## src/rtl/freq_tick_gen.sv

```systemverilog
// Selectable-rate tick generator (BASE_DIV >> sel cycles per tick) with a pause/resume pushbutton.
// Define FREQ_TICK_DEBOUNCE_EN to include the debouncer FSM; otherwise the press is a synchronized rising edge.
module freq_tick_gen #(
  parameter int unsigned BASE_DIV  = 50000000,
  parameter int unsigned DB_CYCLES = 1000000
) (
  input  logic       clk,
  input  logic       reset,
  input  logic [2:0] sel,
  input  logic       btn_pause,
  output logic       tick,
  output logic       paused,
  output logic [2:0] sel_active
);

  localparam int          CNT_W  = $clog2(BASE_DIV);
  localparam logic [31:0] BASE_U = 32'(BASE_DIV);

  logic [2:0]       r_sel_p0;
  logic [2:0]       r_sel_p1;
  logic             r_btn_p0;
  logic             r_btn_p1;
  logic [CNT_W-1:0] r_cnt;
  logic [2:0]       r_sel_act;
  logic             r_tick;
  logic             r_paused;
  logic [31:0]      w_last;
  logic             w_wrap;
  logic             w_press;

  // Two-flop synchronizers for the asynchronous switches and pushbutton.
  always_ff @(posedge clk or posedge reset) begin
    if (reset) begin
      r_sel_p0 <= '0;
      r_sel_p1 <= '0;
      r_btn_p0 <= 1'b0;
      r_btn_p1 <= 1'b0;
    end else begin
      r_sel_p0 <= sel;
      r_sel_p1 <= r_sel_p0;
      r_btn_p0 <= btn_pause;
      r_btn_p1 <= r_btn_p0;
    end
  end

`ifdef FREQ_TICK_DEBOUNCE_EN
  localparam int              DB_W    = $clog2(DB_CYCLES);
  localparam logic [DB_W-1:0] DB_LAST = DB_W'(DB_CYCLES - 1);

  typedef enum logic [1:0] {IDLE, ARM_HI, HELD, ARM_LO} db_state_t;

  db_state_t       r_db_state;
  logic [DB_W-1:0] r_db_cnt;
  logic            w_db_done;

  assign w_db_done = (r_db_cnt == DB_LAST);

  always_ff @(posedge clk or posedge reset) begin
    if (reset) begin
      r_db_state <= IDLE;
      r_db_cnt   <= '0;
    end else begin
      case (r_db_state)
        IDLE: begin
          if (r_btn_p1) begin
            r_db_state <= ARM_HI;
            r_db_cnt   <= '0;
          end
        end
        ARM_HI: begin
          if (!r_btn_p1) begin
            r_db_state <= IDLE;
            r_db_cnt   <= '0;
          end else if (w_db_done) begin
            r_db_state <= HELD;
            r_db_cnt   <= '0;
          end else begin
            r_db_cnt <= r_db_cnt + DB_W'(1);
          end
        end
        HELD: begin
          if (!r_btn_p1) begin
            r_db_state <= ARM_LO;
            r_db_cnt   <= '0;
          end
        end
        ARM_LO: begin
          if (r_btn_p1) begin
            r_db_state <= HELD;
            r_db_cnt   <= '0;
          end else if (w_db_done) begin
            r_db_state <= IDLE;
            r_db_cnt   <= '0;
          end else begin
            r_db_cnt <= r_db_cnt + DB_W'(1);
          end
        end
        default: begin
          r_db_state <= IDLE;
          r_db_cnt   <= '0;
        end
      endcase
    end
  end

  // Press is decoded from the registered state so paused flips on the same edge HELD is entered.
  assign w_press = (r_db_state == ARM_HI) && r_btn_p1 && w_db_done;
`else
  logic r_btn_p2;
  logic w_unused_db;

  always_ff @(posedge clk or posedge reset) begin
    if (reset) begin
      r_btn_p2 <= 1'b0;
    end else begin
      r_btn_p2 <= r_btn_p1;
    end
  end

  assign w_press     = r_btn_p1 & ~r_btn_p2;
  assign w_unused_db = ^(32'(DB_CYCLES));
`endif

  assign w_last = (BASE_U >> r_sel_act) - 32'd1;
  assign w_wrap = (32'(r_cnt) == w_last);

  // Prescaler: rate changes only at a period boundary while running, immediately while paused.
  always_ff @(posedge clk or posedge reset) begin
    if (reset) begin
      r_cnt     <= '0;
      r_sel_act <= '0;
      r_tick    <= 1'b0;
      r_paused  <= 1'b0;
    end else begin
      if (!r_paused) begin
        r_tick <= w_wrap;
        if (w_wrap) begin
          r_cnt     <= '0;
          r_sel_act <= r_sel_p1;
        end else begin
          r_cnt <= r_cnt + CNT_W'(1);
        end
      end else begin
        r_tick <= 1'b0;
        if (r_sel_p1 != r_sel_act) begin
          r_sel_act <= r_sel_p1;
          r_cnt     <= '0;
        end
      end
      if (w_press) begin
        r_paused <= ~r_paused;
      end
    end
  end

  assign tick       = r_tick;
  assign paused     = r_paused;
  assign sel_active = r_sel_act;

endmodule

```

## config.mk

```make
export PLATFORM = sky130hd
export DESIGN_NAME = freq_tick_gen
export DESIGN_NICKNAME = d
export VERILOG_FILES = /design/src/rtl/freq_tick_gen.sv
export SDC_FILE = /design/constraint.sdc
export NUM_CORES = 1
export LEC_CHECK = 0
export CAP_MARGIN = 20
export CORE_MARGIN = 1
export CORE_UTILIZATION = 53
export DETAILED_ROUTE_END_ITERATION = 12
export PLACE_DENSITY = 0.74
export SLEW_MARGIN = 25
export SYNTH_ARGS = -nofsm -noshare
export SYNTH_HDL_FRONTEND = slang
export SYNTH_SLANG_ARGS = --single-unit
```

## constraint.sdc

```tcl
create_clock -name clk -period 2.3 [get_ports clk]
set_input_delay 0.46 -clock clk [delete_from_list [all_inputs] [get_ports clk]]
set_output_delay 0.46 -clock clk [all_outputs]
set_load 0.05 [all_outputs]
```

# ---- Word-level counts from Yosys, hierarchy flattened
# Cells that the tools add are included.
# W data, S select, Z words.
dict set report op_classes {
  addsub 2
  n_mul 0
  n_div 0
  n_lt_le_gt_ge 0
  eq_ne 3
  n_shift 1
  mux 7
  bitwise 3
  n_reduce_logical 2
}
# operator n
set op_table {}
lappend op_table {{$mux W26} 3}
lappend op_table {{$eq A26 B32 Y1} 1}
lappend op_table {{$shr A26 B3 Y32 const A} 1}
lappend op_table {{$sub A32 B1 Y32 const B} 1}
lappend op_table {{$add A26 B1 Y26 const B} 1}
lappend op_table {{$mux W3} 3}
lappend op_table {{$ne A3 B3 Y1} 1}
lappend op_table {{$ne A2 B1 Y1 const B} 1}
lappend op_table {{$not A1 Y1} 2}
lappend op_table {{$reduce_and A2 Y1} 1}
lappend op_table {{$reduce_bool A2 Y1} 1}
lappend op_table {{$and A1 B1 Y1} 1}
lappend op_table {{$mux W1} 1}
dict set report totals {
  register_bits 40
  latch_bits 0
  ram_bits 0
  rom_bits 0
  inputBits 6
  out_inout_bits 5
  word_cells 27
  memories 0
}

# ---- Logic depth before layout (Yosys ltp)
dict set report logic_depth {
  ltp_word 5
  ltp_mapped 11
  depth_no_buf 8
}

# ---- Worst setup path after synthesis
# No wires, ideal clock.
dict set report synth_path {
  path_kind {flip-flop to flip-flop}
  startpoint {reg r_sel_act[2] (netlist: sel_active[2])}
  endpoint {reg r_cnt[10]}
  arrival_ns 2.504
  slack_ns -0.328
  path_stages_with_launch 10
  path_buffers 3
  synth_period_minus_slack_ns 2.628
  cell_sequence {dfrtp_1 buf_4 xnor2_1 or4_1 a32o_1 o41ai_2 buf_4 buf_6 nor2_1 a211o_1}
}
dict set report synth_between {
  elab_chain_len 5
  elab_cells_between_ends 7
  cone_classes {add/sub: 1; eq/ne: 3; shift: 1; mux: 2}
}
# item line_no
set synth_rtl {}
lappend synth_rtl {{from (decl)} 24} ;# logic [2:0] r_sel_act;
lappend synth_rtl {{from (signal assigned)} 139} ;# r_sel_act <= r_sel_p1;
lappend synth_rtl {{from (signal assigned)} 146} ;# r_sel_act <= r_sel_p1;
lappend synth_rtl {{$shr A26 B3 Y32} 124} ;# assign w_last = (BASE_U >> r_sel_act) - 32'd1;
lappend synth_rtl {{$sub A32 B1 Y32} 124}
lappend synth_rtl {{$eq A26 B32 Y1} 125} ;# assign w_wrap = (32'(r_cnt) == w_last);
lappend synth_rtl {{$mux W26} 137} ;# if (w_wrap) begin
lappend synth_rtl {{$mux W26} 135} ;# if (!r_paused) begin
lappend synth_rtl {{to (signal assigned)} 141} ;# r_cnt <= r_cnt + CNT_W'(1);
lappend synth_rtl {{to (decl)} 23} ;# logic [CNT_W-1:0] r_cnt;
# Parallel ways exist; a longest one is shown, timed or not.
# A chain may end at the register's enable or synchronous reset.

# ---- Final worst setup path
dict set report layout_path {
  startpoint {reg r_cnt[23]}
  endpoint {reg r_cnt[2]}
}
dict set report layout_between {
  elab_chain_len 3
}
# item line_no
set layout_rtl {}
lappend layout_rtl {{$eq A26 B32 Y1} 125}
lappend layout_rtl {{$mux W26} 137}
lappend layout_rtl {{$mux W26} 135}
# Every way passes these cells.

==> out/metrics.yaml <==
antenna_cells: 0
violations: "negative setup slack"
crit_top_cell: "buf_12"
insertion_delay_ns: 0.30
p_seq_share_pct: 25.2
holdPathStages: 0
io_buffers: 10
ys.flop_type: "dfrtp_1"
die_h_um: 71.0
syn-mean-instance-area_um2: 8.76
fp.dieW_um: 71.0
dieArea_mm2: 0.00504
cts_sinks: 40
grt_max_degree: 27
netlist_instances: 288
drtIter0Drc: 273
cts_tree: "built"
globalRouteTotalUtil_pct: 31.7
slew_headroom_pct: 67.2
drc: 0
setup_tns_ns: -6.30
finClkSkew_ns: 0.00525
synth_cell_types: 54
via_count: 2484
fin_area_mm2: 0.00347
drive_above_1_share_pct: 33.0
synth-xor-area-share_pct: 3.82
drv_slew: 0
synth_top_area_share_pct: 39.7
ios: 11
power.total_w: 0.00362
min_path_type: "reg2reg"
place_hpwl_um: 4900
ys_ff_latch: 40
synth_fa_ha_area_share_pct: 0.496
yosys_warnings: 0
crit_chain: "nor4bb_4, a31oi_4, a2111oi_4, nand2_2, o41ai_4, buf_4, buf_12, buf_12, o21bai_1, a21o_1"
htree_levels: 2
vias_per_cell: 6.35
internal_power_w: 0.00212
clk_path_buf_depth: 2
cp-start-kind: "register"
final-setup-viol-count: 29
fin_crit_ns: 2.60
wl_per_cell_um: 19.3
cts_buffers: 5
switching_power_w: 0.00149
period_share_pct: 113
reg2reg_depth: 10
first_pass_iters: 7
leakage_nw: 1.55
hold_slack_ns: 0.354
globalplace.congestion: 0.962
grt_overflow_total: 0
pwr-share-comb_pct: 58.9
antenna_found_initial: 0
final_common_cell: "buf_4"
clockPowerShare_pct: 15.9
grt_pass1_vias: 2417
synth_compound_gate_area_share_pct: 20.9
worstMarginPinSlew_ns: 0.490
num_rows: 24
area_growth_pct: 37.4
crit_family: "compound AO/OA/AOI/OAI gates"
syn_nets: 295
ys_seq_area_share_pct: 39.7
layout.nets: 345
synth_async_sr_flop_share_pct: 100
synthTopCellsByArea: "dfrtp_1, nand2_1, o21ai_0"
dpl_cell_area_mm2: 0.00296
critPathArrivalTime_ns: 2.79
core_mm2: 0.00447
fin_util_pct: 77.5
swShare_pct: 41.3
required_ns: 2.49
cp-end-kind: "register"
layout_common_cells: "buf_4, dfrtp_1, nand2_1"
slowest_stage: "dfrtp_2"
worst_path_largest_cell_delay_ns: 0.48
synth_simple_gate_area_share_pct: 27.4
cts.clk_slew.worst_paths_ns: 0.08
critPathMaxFanout: 7
criticalPathCategory: "reg2reg"
worst_slack_ns: -0.296
yosysTopAreaCell: "dfrtp_1"
detail-route-antenna-nets: 0
synth_edf_count: 0
crit_cells: 10
wl_um: 7530
ir_drop_uv: 669
synth_mux_area_share_pct: 1.24
status: "finished, violations left"
grt_pass1_wl_um: 12100
initial_core_util_pct: 56.4
fmax_ghz: 0.385
ctsRootBufferMaster: "clkbuf_8"
synth_top_family_by_area: "simple AND/OR/NAND/NOR gates"
pwr_density_cell_mw_per_mm2: 1040
critPathBufInv: 3
cap_violations: 0
hold_viol: 0
mappedNetlistArea_mm2: 0.00252
rsz0062_at_grt: "true"
-- routing by layer --
layer / up-vias / global-route usage [%] / share of wire [%]
met5: - / 0 / 0
met1: 1196 / 42.7 / 42
met2: 114 / 52.6 / 50
li1: 1164 / - / -
met4: 0 / 10.4 / 1.5
met3: 10 / 4.99 / 7.0
-- worst register-to-register path, cell delays in order (launching register included) --
cell and delay (ns):
dfrtp_2 0.48, nor4bb_4 0.34, a31oi_4 0.07, a2111oi_4 0.39, nand2_2 0.12, o41ai_4 0.40, buf_4 0.22, buf_12 0.14
buf_12 0.11, o21bai_1 0.06, a21o_1 0.15
-- worst paths after layout --
check	from	to	slack, ns
max	r_cnt[23]	r_cnt[2]	-0.30
min	r_sel_p0[0]	r_sel_p1[0]	0.35
max reg2reg	r_cnt[23]	r_cnt[2]	-0.30
min reg2reg	r_sel_p0[0]	r_sel_p1[0]	0.35
max in group asynchronous	reset	r_cnt[7]	1.27
min in group asynchronous	reset	r_btn_p1	0.50
-- sequential cells by signal (all words and copies together), names as in the netlist --
signal,flops
paused,1
r_btn_p1,1
r_cnt,26
r_btn_p2,1
r_btn_p0,1
r_sel_p0,3
tick,1
sel_active,3
r_sel_p1,3
-- cells by family (layout without fill, tap and decap cells) --
| logic type | count (synthesis) | in the layout |
|---|---|---|
| multiplexers | 3 | 3 |
| XOR/XNOR | 11 | 11 |
| flip-flops | 40 | 40 |
| AND/OR/NAND/NOR | 126 | 126 |
| AO/OA/AOI/OAI | 72 | 72 |
| buffers and inverters | 35 | 86 |
| adder cells (fa/ha/maj) | 1 | 1 |
-- layout make-up --
class / instances / area [um2]
sequential: 40 / 1010
multi-input combinational: 213 / 1610
tap: 52 / 65.1
inverter: 7 / 31.3
clock inverter: 2 / 35.0
timing repair buffer: 71 / 652
fill: 290 / 1010
clock buffer: 6 / 72.6
-- cell usage after synthesis (7+ instances only) --
cell type	number
o21ai_0	16
clkbuf_1	13
buf_2	8
nand4_1	9
nor3_1	11
or3_1	7
o21bai_1	8
a211o_1	7
a21o_1	7
nor3b_1	9
nor2_1	12
dfrtp_1	40
and3_1	9
nand3_1	15
nand2_1	32
-- what timing repair did --
item                                    in CTS  in global routing
hold buffers                                 0                  0
pin swaps                                   22                 22
cloned                                       3                  0
gates resized for setup                     43                 28
endpoints found under the setup margin      31                 29
setup buffers                               10                  0
-- power by group through the flow --
stage	combinational [W]	clock (W)	sequential [W]
2_1_floorplan	0.000928	0	0.000961
3_3_place_gp	0.00150	0	0.000916
3_5_place_dp	0.00153	0	0.000923
4_1_cts	0.00200	0.000583	0.000902
5_1_grt	0.00226	0.000607	0.000922
6_report	0.00213	0.000576	0.000912
-- metrics by stage --
stage | instances | setup slack, ns
5_1_grt | 391 | -0.394
6_report | 391 | -0.296
3_5_place_dp | 371 | -0.234
2_1_floorplan | 288 | -0.205
4_1_cts | 392 | -0.247
3_3_place_gp | 371 | -0.170
No activity file was read; power rests on OpenSTA's default activity.
